## src/rtl/scoreboard_register_file.sv

```systemverilog
// Register file with per-register pending-write counters for decode-stage hazard tracking.
// Latency: reads, readReady and rsvAccept are combinational; writes and counters update 1 cycle later.
// Backpressure: rsvAccept drops on flush or a saturated counter; decode stalls while rsvEn && !rsvAccept.
module scoreboard_register_file #(
   parameter int DATA_W   = 32,
   parameter int NUM_REGS = 32,
   parameter int IDX_W    = 5,
   parameter int NUM_READ = 2,
   parameter int PEND_W   = 2,
   parameter int BYPASS   = 1
) (
   input  logic                         clk,
   input  logic                         resetN,
   input  logic [NUM_READ*IDX_W-1:0]    readIndex,
   output logic [NUM_READ*DATA_W-1:0]   readData,
   output logic [NUM_READ-1:0]          readReady,
   input  logic                         wbEn,
   input  logic [IDX_W-1:0]             wbIndex,
   input  logic [DATA_W-1:0]            wbData,
   input  logic                         rsvEn,
   input  logic [IDX_W-1:0]             rsvIndex,
   output logic                         rsvAccept,
   input  logic                         flush,
   output logic                         errUnderflow
);

   localparam logic [PEND_W-1:0] CNT_MAX = '1;
   localparam logic [PEND_W-1:0] CNT_ONE = PEND_W'(1);

   logic [DATA_W-1:0] regs [NUM_REGS];
   logic [PEND_W-1:0] cnt  [NUM_REGS];
   logic              err_q;
   logic              wb_frees_rsv;

   assign errUnderflow = err_q;

   // Reservation is refused on flush, or when the destination counter is full
   // and no same-cycle writeback to it frees a slot.
   always_comb begin
      wb_frees_rsv = wbEn && (wbIndex == rsvIndex);
      rsvAccept    = rsvEn && !flush && !((cnt[rsvIndex] == CNT_MAX) && !wb_frees_rsv);
   end

   // Per-port read path; register 0 reads as zero because it is never written
   // and its counter never leaves zero.
   for (genvar p = 0; p < NUM_READ; p++) begin : g_rd
      logic [IDX_W-1:0] idx;
      logic             hit;
      assign idx = readIndex[p*IDX_W +: IDX_W];
      assign hit = (BYPASS != 0) && wbEn && (wbIndex == idx) && (idx != '0);
      assign readData[p*DATA_W +: DATA_W] = hit ? wbData : regs[idx];
      assign readReady[p] = (cnt[idx] == '0) || (hit && (cnt[idx] == CNT_ONE));
   end

   // Register storage; writes to index 0 are dropped, flush does not block writes.
   always_ff @(posedge clk or negedge resetN) begin
      if (!resetN) begin
         for (int r = 0; r < NUM_REGS; r++) regs[r] <= '0;
      end else if (wbEn && (wbIndex != '0)) begin
         regs[wbIndex] <= wbData;
      end
   end

   // Pending-write counters: reservation increments, writeback decrements,
   // both together cancel; flush clears everything.
   always_ff @(posedge clk or negedge resetN) begin
      if (!resetN) begin
         for (int r = 0; r < NUM_REGS; r++) cnt[r] <= '0;
      end else if (flush) begin
         for (int r = 0; r < NUM_REGS; r++) cnt[r] <= '0;
      end else begin
         for (int r = 1; r < NUM_REGS; r++) begin
            if ((rsvAccept && (rsvIndex == IDX_W'(r))) &&
                !(wbEn && (wbIndex == IDX_W'(r)) && (cnt[r] != '0)))
               cnt[r] <= cnt[r] + CNT_ONE;
            else if (!(rsvAccept && (rsvIndex == IDX_W'(r))) &&
                     (wbEn && (wbIndex == IDX_W'(r)) && (cnt[r] != '0)))
               cnt[r] <= cnt[r] - CNT_ONE;
         end
      end
   end

   // Sticky flag for a writeback that had no matching reservation.
   always_ff @(posedge clk or negedge resetN) begin
      if (!resetN)
         err_q <= 1'b0;
      else if (wbEn && (wbIndex != '0) && (cnt[wbIndex] == '0) && !flush)
         err_q <= 1'b1;
   end

endmodule

```

## config.mk

```make
export PLATFORM = sky130hd
export DESIGN_NAME = scoreboard_register_file
export DESIGN_NICKNAME = d
export VERILOG_FILES = /design/src/rtl/scoreboard_register_file.sv
export SDC_FILE = /design/constraint.sdc
export NUM_CORES = 2
export LEC_CHECK = 0
export BUFFER_PORTS_ARGS = -buffer_cell sky130_fd_sc_hd__buf_4
export CORE_MARGIN = 5
export CORE_UTILIZATION = 50
export CTS_CLUSTER_DIAMETER = 100
export DETAILED_ROUTE_END_ITERATION = 6
export MAX_ROUTING_LAYER = met4
export PLACE_DENSITY = 0.75
export SLEW_MARGIN = 30
export SYNTH_ARGS = -nofsm -noshare
export SYNTH_HDL_FRONTEND = slang
export SYNTH_SLANG_ARGS = --single-unit
export TNS_END_PERCENT = 30
```

## constraint.sdc

```tcl
create_clock -name clk -period 3.4 [get_ports clk]
set_input_delay 0.51 -clock clk [delete_from_list [all_inputs] [get_ports clk]]
set_output_delay 0.51 -clock clk [all_outputs]
set_load 0.02 [all_outputs]
```

==> key figures <==
Yosys
  • Post-synth ARST share: 1.00
  • Yosys reg bits: 1087
  • Synth Area per Inst: 14.3 µm²
  • Primary FF master, synth: dfrtp_1
  • Synth cell types: 58
  • Yosys Warn Count: 0
  • Synthesized cell area: 60300 µm²
  • Register area share after synthesis: 0.451
  • Cell count after synthesis: 4216
  • Post-Syn Nets: 4273
  • Post-synth EDFFs: 0

Floorplanning
  • Ports: 125
  • Core Area: 120000 µm²
  • Row cnt: 127
  • Die outline area: 128000 µm²
  • Die Span Y: 357 µm
  • Starting Density: 0.503
  • DIE WIDTH: 357 µm

Run status
  • Status: finished, final reports clean

Power and ir drop
  • Static leakage: 0.0294 µW
  • Pwr Total: 38200 µW
  • PwrDens: 558 nW/µm²
  • Peak supply drop: 536 µV

Setup path
  • Largest stage delay, worst path: 0.47 ns
  • Crit path DAT: 2.86 ns
  • Cells along the critical path: mux4_2 -> nand2_1 -> o21ai_0 -> a211oi_2 -> nor3_2 -> a311oi_2 -> buf_4 -> buf_6
  • Startpoint types: register
  • WP buf/inv: 2
  • Instance count on the critical path: 8
  • Critical path type: reg2out
  • CP top delay family: compound AO/OA/AOI/OAI gates
  • Crit-path slowest cell: mux4_2
  • Reg2Reg Depth: 7
  • Crit path required time: 2.89 ns
  • CP max FO: 7
  • Crit end category: output port

Placed design
  • Dpl cells: 5719
  • Post-DP HPWL: 108 mm
  • PortBufs: 124
  • GPL Wtd Cong: 0.905
  • DP Area: 64400 µm²

STA
  • Fmax: 297 MHz
  • Tcrit/Tclk final: 0.990
  • Slew HR: 0.438
  • Worst-Margin Slew: 0.843 ns
  • Final Setup Violations: 0
  • Total Neg Setup Slack: 0 ns
  • Clock skew: 0.0220 ns
  • Final Hold Vio Count: 0
  • Slew Viols, Final: 0
  • Final min period: 3.37 ns

Finish
  • Multi-input logic area: 31400 µm²
  • Final core occ: 0.572
  • Area Growth Syn to Fin: 13.6%
  • Final Cell Area: 68500 µm²
  • Share of layout cells above drive strength 1: 0.508
  • Fillers: 9088
  • Post-Layout Cell Count: 5943
  • Seq. cell area: 27200 µm²
  • Nets: 4289

Routing
  • Avg WL per Cell: 30.8 µm
  • DR vias/cell: 6.87
  • Drt first pass iters: 7
  • DRC viols: 0
  • ANT nets after route: 0
  • Routed wire length: 183 mm
  • DR vias: 40811
  • Initial drt markers: 4665

Clock tree
  • Worst-path clk slew: 0.07 ns
  • CTS sink cnt: 1087
  • Clock Latency Late Sink: 0.74 ns
  • Clock buffer depth: 3
  • Cts bufs inserted: 112
  • H-tree level count: 3
  • CTS root buf: clkbuf_16
  • TritonCTS clock tree: done

Job
  • Max Cap Viol: 0

Global routing
  • Initial antenna violation count: 4
  • Largest net degree at the start of global routing: 123
  • Total GRT Usage: 0.297
  • First-pass GRT wire length: 275 mm
  • Number of global-route vias before repair: 41477
  • Total grt overflow: 0

Min path
  • Hold depth: 3
  • Worst hold path type: in2reg
[sequential cells by signal, summed over array words and instances, names as in the netlist]
name and flops:
cnt 62, errUnderflow 1, regs 1024
[metal layers]
layer / global-route usage / share of wire
met1: 0.393 / 0.38
met3: 0.0667 / 0.11
met2: 0.448 / 0.47
met4: 0.127 / 0.050
met5: - / 0
[cells in the final DEF, fill, tap and decap left out, types with 9 or more instances in the layout]
cell          n
a211oi_1     13
a21oi_1      69
a22oi_1      10
a311oi_1     10
a41o_1       18
a41oi_1      10
and3_1       13
buf_12       81
buf_4       292
bufinv_16    10
clkbuf_1     23
clkbuf_16   112
clkbuf_8     26
clkinv_2     21
dfrtp_1    1064
dfrtp_2      23
mux2_2      872
mux2i_1      79
mux4_2      682
nand2_1     483
nand4_1      19
nor2_1       50
nor2_4       16
nor2b_1      24
nor3_1       30
nor3b_1      17
o211ai_1     17
o21ai_0      79
o22ai_1       9
xnor2_1      16
xor2_1       14
[power by group]
| part | switching [µW] | internal (µW) | total [µW] |
|---|---|---|---|
| clock network | 5510 | 7450 | 13000 |
| logic | 3300 | 4970 | 8280 |
| registers | 1740 | 15200 | 17000 |
[cell usage after synthesis, drive strengths merged, types with 16 or more instances]
cell type | n | share of area
buf | 119 | 0.0097
clkbuf | 361 | 0.023
nor3b | 18 | 0.0022
nor2 | 66 | 0.0041
mux2i | 81 | 0.014
o21ai | 80 | 0.0066
nand4 | 19 | 0.0020
o211ai | 18 | 0.0023
xnor2 | 16 | 0.0023
nor2b | 24 | 0.0025
nor3 | 32 | 0.0027
a21oi | 70 | 0.0058
mux4 | 685 | 0.26
mux2 | 872 | 0.16
a41o | 18 | 0.0030
dfrtp | 1087 | 0.45
nand2 | 490 | 0.031
[metrics by stage]
step	hold WS (ns)	setup WS, ns
floorplan	0.214	0.111
global placement	0.377	-0.0638
detailed placement	0.384	-0.0392
CTS	0.115	-0.00792
global route	0.143	-0.0248
finish	0.159	0.0330
[cell type report]
cell class / count / share of cell area
Multi-Input combinational cell: 2644 / 0.458
Sequential cell: 1087 / 0.397
Timing Repair Buffer: 382 / 0.0574
Clock buffer: 161 / 0.0474
Tap cell: 1612 / 0.0294
Clock inverter: 48 / 0.00946
Inverter: 5 / 0.000274
Antenna cell: 4 / 0.000146
[final timing paths]
path	slack, ns	startpoint	end
worst max-delay path	0.03	cnt[49]	readReady[0]
worst min-delay path	0.16	wbData[31]	regs[415]
worst max register to register	0.92	cnt[52]	cnt[34]
worst min register to register	0.40	regs[1007]	regs[1007]
max in group asynchronous	1.77	resetN	regs[905]
min in group asynchronous	0.42	resetN	regs[662]
[worst min-delay path: stages]
cell and delay (ns):
buf_4 0.21, nand2_1 0.09, nand2_1 0.04
[cells by family (layout without fill, tap and decap cells)]
| group | after synthesis | after routing | share of synthesized area |
|---|---|---|---|
| muxes | 1638 | 1638 | 0.433 |
| DFF | 1087 | 1087 | 0.451 |
| and+or+nand+nor | 700 | 700 | 0.0496 |
| buffers and inverters | 485 | 596 | 0.0325 |
| AOI/OAI and AO/OA | 276 | 276 | 0.0298 |
| xor gates and xnor gates | 30 | 30 | 0.00436 |
| other | 0 | 4 | 0 |
[timing repair]
item,in CTS,in global routing
hold endpoints to repair,49,0
hold buffers,1,0
gates resized for setup,8,24
pin swaps,0,2
setup endpoints to repair,3,3
buffers inserted,0,10
(Power assumes the default switching activity.)
